File: config.mk
export PLATFORM = sky130hd
export DESIGN_NAME = sad_match_trigger
export DESIGN_NICKNAME = d
export VERILOG_FILES = /design/src/rtl/sad_pkg.sv /design/src/rtl/sad_datapath.sv /design/src/rtl/sad_match_trigger.sv
export SDC_FILE = /design/constraint.sdc
export NUM_CORES = 1
export LEC_CHECK = 0
export CAP_MARGIN = 5
export CORE_MARGIN = 1.5
export CORE_UTILIZATION = 45
export DETAILED_ROUTE_END_ITERATION = 12
export PLACE_DENSITY = 0.68
export SLEW_MARGIN = 10
export SYNTH_ARGS = -nofsm -noshare
export SYNTH_HDL_FRONTEND = slang
export SYNTH_SLANG_ARGS = --single-unit
File: constraint.sdc
create_clock -name clk_adc -period 14.11 [get_ports clk_adc]
set_input_delay 2.822 -clock clk_adc [delete_from_list [all_inputs] [get_ports clk_adc]]
set_output_delay 2.822 -clock clk_adc [all_outputs]
set_load 0.005 [all_outputs]
File: src/rtl/sad_pkg.sv
// Shared definitions for the SAD pattern-match trigger.
//   - register bus addresses for reference, threshold and status
//   - status register bit positions
//   - sum-width helper used to size the SAD adder
package sad_pkg;

  localparam logic [7:0] SAD_REFERENCE = 8'h60;
  localparam logic [7:0] SAD_THRESHOLD = 8'h61;
  localparam logic [7:0] SAD_STATUS    = 8'h62;

  // SAD_STATUS byte 0 layout; bits 1..7 read as zero.
  localparam int STAT_TRIGGERED = 0;

  // Threshold register is 32 bits, little-endian over bytes 0..3.
  localparam int THR_W     = 32;
  localparam int THR_BYTES = THR_W / 8;

  // N terms of at most 2^W-1 each can never overflow W+clog2(N) bits.
  function automatic int sad_sum_width(input int n, input int w);
    return w + $clog2(n);
  endfunction

endpackage

File: src/rtl/sad_datapath.sv
// SAD datapath: sample window, per-lane absolute difference, adder tree, compare.
//   clk_adc, reset  : clock and synchronous active-high reset (flushes window and pipe)
//   adc_datain      : sample captured every edge (E0)
//   arm_i           : arm level; window valid count runs only while high
//   fire_en         : trigger qualifier from the arm logic, applied at the compare stage
//   ref_samples     : reference pattern, ref[0] pairs with the oldest sample
//   threshold       : strict-less compare limit
//   hit_d           : compare result about to be registered (E3 next-state)
//   hit_q           : registered compare result, i.e. the trigger pulse
module sad_datapath
  import sad_pkg::*;
#(
  parameter int pREF_SAMPLES     = 8,
  parameter int pBITS_PER_SAMPLE = 12
) (
  input  logic                                             clk_adc,
  input  logic                                             reset,
  input  logic [pBITS_PER_SAMPLE-1:0]                      adc_datain,
  input  logic                                             arm_i,
  input  logic                                             fire_en,
  input  logic [pREF_SAMPLES-1:0][pBITS_PER_SAMPLE-1:0]    ref_samples,
  input  logic [THR_W-1:0]                                 threshold,
  output logic                                             hit_d,
  output logic                                             hit_q
);

  localparam int N      = pREF_SAMPLES;
  localparam int W      = pBITS_PER_SAMPLE;
  localparam int SUM_W  = sad_sum_width(N, W);
  localparam int CNT_W  = $clog2(N + 1);
  localparam int CMP_W  = (SUM_W > THR_W) ? SUM_W : THR_W;
  localparam int STAGES = 2;

  logic [N-1:0][W-1:0] win_q;
  logic [N-1:0][W-1:0] absd_c;
  logic [N-1:0][W-1:0] diff_q;
  logic [CNT_W-1:0]    cnt_q;
  logic [STAGES:0]     vld_pipe;
  logic [SUM_W-1:0]    sum_c;
  logic [SUM_W-1:0]    sum_q;
  logic                full_c;

  // The sample landing now completes the window if N-1 armed samples precede it.
  assign full_c = arm_i && (cnt_q >= CNT_W'(N - 1));

  // Per-lane |s_i - ref_i|, unsigned, larger minus smaller so it never wraps.
  for (genvar i = 0; i < N; i++) begin : g_lane
    assign absd_c[i] = (win_q[i] >= ref_samples[i]) ? (win_q[i] - ref_samples[i])
                                                    : (ref_samples[i] - win_q[i]);
  end

  always_comb begin
    sum_c = '0;
    for (int i = 0; i < N; i++) sum_c = sum_c + SUM_W'(diff_q[i]);
  end

  assign hit_d = vld_pipe[STAGES] && (CMP_W'(sum_q) < CMP_W'(threshold)) && fire_en;

  always_ff @(posedge clk_adc) begin
    if (reset) begin
      win_q    <= '0;
      cnt_q    <= '0;
      vld_pipe <= '0;
      diff_q   <= '0;
      sum_q    <= '0;
      hit_q    <= 1'b0;
    end else begin
      // E0: newest sample enters at the top, oldest falls out of index 0.
      win_q <= {adc_datain, win_q[N-1:1]};
      if (!arm_i)                  cnt_q <= '0;
      else if (cnt_q != CNT_W'(N)) cnt_q <= cnt_q + CNT_W'(1);
      vld_pipe <= {vld_pipe[STAGES-1:0], full_c};
      // E1 / E2 / E3
      diff_q <= absd_c;
      sum_q  <= sum_c;
      hit_q  <= hit_d;
    end
  end

endmodule

File: src/rtl/sad_match_trigger.sv
// SAD pattern-match trigger on the ADC sample stream.
// Fires a one-cycle `trigger` when the sum of absolute differences between the
// last N samples and a programmed reference drops below a programmed threshold,
// at most once per rising edge of arm_i.
//   clk_adc, reset      : single clock, synchronous active-high reset
//   adc_datain          : ADC sample, captured every edge
//   arm_i               : arm level; rising edge re-arms, low disarms
//   reg_address/bytecnt : register bus select (reference, threshold, status)
//   reg_datai/reg_write : byte write, one per cycle
//   reg_datao/reg_read  : combinational byte read, zero when not reading
//   trigger             : single-cycle match pulse, 3 edges after the capture edge
module sad_match_trigger
  import sad_pkg::*;
#(
  parameter int pREF_SAMPLES     = 8,
  parameter int pBITS_PER_SAMPLE = 12,
  parameter int pBYTECNT_SIZE    = 7
) (
  input  logic                        clk_adc,
  input  logic                        reset,
  input  logic [pBITS_PER_SAMPLE-1:0] adc_datain,
  input  logic                        arm_i,
  input  logic [7:0]                  reg_address,
  input  logic [pBYTECNT_SIZE-1:0]    reg_bytecnt,
  input  logic [7:0]                  reg_datai,
  output logic [7:0]                  reg_datao,
  input  logic                        reg_read,
  input  logic                        reg_write,
  output logic                        trigger
);

  localparam int N         = pREF_SAMPLES;
  localparam int W         = pBITS_PER_SAMPLE;
  localparam int IDX_W     = $clog2(N);
  localparam int REF_BYTES = 2 * N;

  logic [N-1:0][W-1:0] ref_q, ref_d;
  logic [THR_W-1:0]    thr_q, thr_d;
  logic                arm_q;
  logic                armed_q;
  logic                stat_q;
  logic                arm_rise;
  logic                fire_en;
  logic                hit_d;
  logic                hit_q;
  logic                ref_in_range;
  logic                thr_in_range;
  logic [IDX_W-1:0]    smp_idx;
  logic [15:0]         ref_rd;
  logic [7:0]          rd_data;

  // Sample i lives at bytes 2i (low) and 2i+1 (high, zero-padded).
  assign smp_idx      = reg_bytecnt[IDX_W:1];
  assign ref_in_range = reg_bytecnt < pBYTECNT_SIZE'(REF_BYTES);
  assign thr_in_range = reg_bytecnt < pBYTECNT_SIZE'(THR_BYTES);

  // ---------------------------------------------------------------- writes
  always_comb begin
    ref_d = ref_q;
    thr_d = thr_q;
    if (reg_write) begin
      if (reg_address == SAD_REFERENCE && ref_in_range) begin
        if (reg_bytecnt[0]) ref_d[smp_idx][W-1:8] = reg_datai[W-9:0];
        else                ref_d[smp_idx][7:0]   = reg_datai;
      end else if (reg_address == SAD_THRESHOLD && thr_in_range) begin
        thr_d[{reg_bytecnt[1:0], 3'b000} +: 8] = reg_datai;
      end
    end
  end

  // ----------------------------------------------------------------- reads
  assign ref_rd = 16'(ref_q[smp_idx]);

  always_comb begin
    rd_data = '0;
    case (reg_address)
      SAD_REFERENCE: if (ref_in_range) rd_data = reg_bytecnt[0] ? ref_rd[15:8] : ref_rd[7:0];
      SAD_THRESHOLD: if (thr_in_range) rd_data = thr_q[{reg_bytecnt[1:0], 3'b000} +: 8];
      SAD_STATUS:    if (reg_bytecnt == '0) rd_data[STAT_TRIGGERED] = stat_q;
      default:       rd_data = '0;
    endcase
  end

  assign reg_datao = reg_read ? rd_data : 8'h00;

  // ------------------------------------------------------------ arm logic
  // Disarming wins over a coincident match: fire_en needs arm_i high at E3.
  assign arm_rise = arm_i && !arm_q;
  assign fire_en  = armed_q && arm_i;

  always_ff @(posedge clk_adc) begin
    if (reset) begin
      ref_q   <= '0;
      thr_q   <= '0;
      arm_q   <= 1'b0;
      armed_q <= 1'b0;
      stat_q  <= 1'b0;
    end else begin
      ref_q <= ref_d;
      thr_q <= thr_d;
      arm_q <= arm_i;
      // hit_d clears armed on the same edge the pulse is launched, so a
      // sustained match cannot produce a second pulse.
      if (arm_rise)              armed_q <= 1'b1;
      else if (!arm_i || hit_d)  armed_q <= 1'b0;
      if (arm_rise)   stat_q <= 1'b0;
      else if (hit_d) stat_q <= 1'b1;
    end
  end

  sad_datapath #(
    .pREF_SAMPLES     (N),
    .pBITS_PER_SAMPLE (W)
  ) u_datapath (
    .clk_adc     (clk_adc),
    .reset       (reset),
    .adc_datain  (adc_datain),
    .arm_i       (arm_i),
    .fire_en     (fire_en),
    .ref_samples (ref_q),
    .threshold   (thr_q),
    .hit_d       (hit_d),
    .hit_q       (hit_q)
  );

  assign trigger = hit_q;

endmodule

==> out/metrics.cfg <==
[sta]
timing.final.hold_violations=0
clock-skew-final_ns=0.0312
fin_worst_hold_slack_ns=0.444
postLayoutSetupSlackWorst_ns=5.52
worst_pin_slew_ns=1.14
rsz0062_at_grt=no
finalSetupTns_ns=0
setup-violations-final=0
report.final.slew_viol_count=0
max_slew_margin=0.237
clock.fmax_ghz=0.116
period_needed_ns=8.59
layout_worst_path_cycle_share=0.609

[placement]
dp_hpwl_um=57100
placement.setup.worst_slack_ns=5.53
finalWeightedCongestion=0.943
placed_cells=3466
io_buffer_count=48

[cts]
clk_root_buffer_cell=sky130_fd_sc_hd__clkbuf_16
cts_setup_buffers=0
insertion_delay_ns=0.58
tritoncts=done
cts_inserted_buffers=40
cts_htree_levels=2
postCtsResizedCells=0
clock_sink_count=346
postCtsHoldBufs=0
worst_setup_hold_path_clk_slew_ns=0.06
cts-root-to-sink-buffers=3

[yosys]
mapped_cells=2849
synth-edff-count=0
avgSynthCellArea_um2=8.25
synthMuxAreaShare=0.0718
number_of_warnings_reported_in_the_yosys_synthesis_log=0
dominantRegCellSynth=sky130_fd_sc_hd__dfxtp_1
ys_types=83
arithmetic_cell_share_of_the_synthesized_area_counting_full_adders_half_adders_and_majority_gates=0.190
syn-num-nets=3200
yosys.area_share.simple=0.179
sequential_to_total_area_share_from_yosys_stat=0.295
synthesized_area_fraction_occupied_by_ao_oa_aoi_and_oai_cells=0.167
synthXorXnorAreaFrac=0.0216
netlist_area_before_placement_um2=23500
number_of_register_bits_inferred_by_synthesis=346
synth-async-reset-ratio=0
synth_top_family_by_area=adder cells

[min_path]
min_path_type=register to register

[setup_path]
critPathKind=input port to output port
critical_path.endpoint_type=output port
arrival_ns=5.77
critical_path_required_ns=11.29
worstPathMaxFanout=16
worst_setup_path_start_kind=input port

[route]
detail_route.drc_violations=0
routed_wl_um=73100
wirelength_met1_um=31500
wire_per_inst_um=20.7
detail_route.vias_per_cell=5.69
final_antenna_net_count=0
dr_iter_0_viols=1576
met2_length_um=35000
dr.pass1.iters=6
route.met3.wl_um=3980
via_count=20113
top_layer_used=met4

[finish]
area_delta_synth_final_pct=9.44
antenna_cells=0
n_fill_cell=4874
final_nets=3179
stdcell_count=3535
seqCellArea_um2=6930
ratio_of_cells_with_drive_above_1_in_the_final_layout=0.0571
multi_input_area_um2=14800

[floorplanning]
chipHeight_um=231
start_util=0.457
floorplan.die_area_um2=53600
pin_count=49
die_x_um=231
core_region_area_um2=51400
core.rowCount=83

[grt]
global_route.overflow_total=0
grt_first_pass_wirelength_um=112000
grt_pass1_vias=19528
initial_antenna_violation_count=1
grt_max_degree=131
global_routing_usage_summed_across_all_routing_layers=0.269

[power]
power_frac_seq=0.397
netSwitchingFraction=0.289
power.share.combinational=0.198
vdd_ir_drop_max_v=0.0000938
power.internal_mw=1.86
clkPwrFrac=0.405
fin_total_pwr_mw=2.61
power-per-cell-area_nw_per_um2=102
power.net_switching_mw=0.754
power.leakage_nw=10.4

[flow_run]
max-cap-violations=0

[run_status]
run_status=finished, final reports clean

[layout make-up]
class | count | share of cell area
multi-input cells | 2045 | 0.575
flip-flops and latches | 346 | 0.269
inverters | 335 | 0.0489
clock buffers | 51 | 0.0429
well taps | 680 | 0.0331
repair buffers | 60 | 0.0222
clock inverters | 18 | 0.00847
[synthesized netlist by cell type (20+ instances only)]
library cell               count  area share
sky130_fd_sc_hd__inv_1       334       0.053
sky130_fd_sc_hd__dfxtp_1     346        0.29
sky130_fd_sc_hd__xnor2_1      41       0.015
sky130_fd_sc_hd__nor2_1      290       0.046
sky130_fd_sc_hd__fa_1         75       0.064
sky130_fd_sc_hd__buf_2        30      0.0064
sky130_fd_sc_hd__a21oi_1     267       0.057
sky130_fd_sc_hd__nand2_1     276       0.044
sky130_fd_sc_hd__nand2b_1     30      0.0080
sky130_fd_sc_hd__a211oi_1     26      0.0083
sky130_fd_sc_hd__nor2b_1     103       0.027
sky130_fd_sc_hd__a21o_1       53       0.017
sky130_fd_sc_hd__mux2i_1      83       0.035
sky130_fd_sc_hd__nand3_1      54       0.012
sky130_fd_sc_hd__mux4_2       20       0.019
sky130_fd_sc_hd__a31oi_1      24      0.0064
sky130_fd_sc_hd__nor3_1       33      0.0070
sky130_fd_sc_hd__mux2_2       31       0.015
sky130_fd_sc_hd__clkbuf_1     78       0.012
sky130_fd_sc_hd__ha_1        236        0.13
sky130_fd_sc_hd__o21ai_0     118       0.025
[critical path: stages]
cell	delay (ns)
sky130_fd_sc_hd__clkdlybuf4s50_1	0.87
sky130_fd_sc_hd__inv_1	0.60
sky130_fd_sc_hd__nand2_1	0.23
sky130_fd_sc_hd__o22ai_1	0.29
sky130_fd_sc_hd__a21oi_1	0.07
sky130_fd_sc_hd__nor4_1	0.28
sky130_fd_sc_hd__clkdlybuf4s50_1	0.59
[power by group through the flow]
stage                     clock, mW  combinational (mW)  sequential (mW)
after detailed placement          0               0.507             1.06
after floorplan                   0               0.373             1.05
final                          1.06               0.516             1.04
after global placement            0               0.497             1.06
after CTS                      1.07               0.514             1.04
after global routing           1.11               0.569             1.04
[worst paths after layout]
check | start | to | slack (ns) | cells after the start
setup reg to reg | u_datapath.diff_q[0] | u_datapath.sum_q[13] | 7.94 | 24
hold reg to reg | u_datapath.vld_pipe[1] | u_datapath.vld_pipe[2] | 0.44 | 1
setup / recovery | reg_bytecnt[0] | reg_datao[0] | 5.52 | 7
hold / removal | u_datapath.vld_pipe[1] | u_datapath.vld_pipe[2] | 0.44 | 1
[logic make-up (layout without fill, tap and decap cells)]
logic type      count (synthesis)  after routing
simple gates                  898            898
compound gates                639            639
buf+inv                       458            464
flops                         346            346
fa+ha+maj                     311            311
mux                           139            139
xor+xnor                       58             58
[per-stage QoR]
| stage | util | instance area, um2 |
|---|---|---|
| 2_1_floorplan | - | 23500 |
| 3_3_place_gp | 0.474 | 24400 |
| 3_5_place_dp | 0.474 | 24400 |
| 4_1_cts | 0.500 | 25700 |
| 5_1_grt | 0.500 | 25700 |
| 6_report | 0.500 | 25700 |
[routing by layer]
metal	GRT usage	vias up
met2	0.462	649
met3	0.0359	135
met1	0.343	9790
met4	0.101	0
met5	0	-
li1	-	9539
[registers in the layout, summed over array words and instances, names as in the netlist]
register             count
u_datapath.diff_q       96
u_datapath.hit_q         1
arm_q                    1
armed_q                  1
ref_q                   96
u_datapath.vld_pipe      3
stat_q                   1
thr_q                   32
u_datapath.sum_q        15
u_datapath.cnt_q         4
u_datapath.win_q        96
[placed cells by master (no fill, tap or decap), drive strengths merged, types with 26 or more instances in the layout]
master	n
nor3	33
clkbuf	51
inv	337
o21ai	121
nor2b	103
a211oi	26
fa	75
nand2	276
ha	236
nor2	298
nand2b	30
dfxtp	346
nand3	57
xnor2	41
mux2	36
mux2i	83
clkdlybuf4s50	46
a21o	53
a21oi	269
Note: power is estimated with default switching activity, not from simulation.
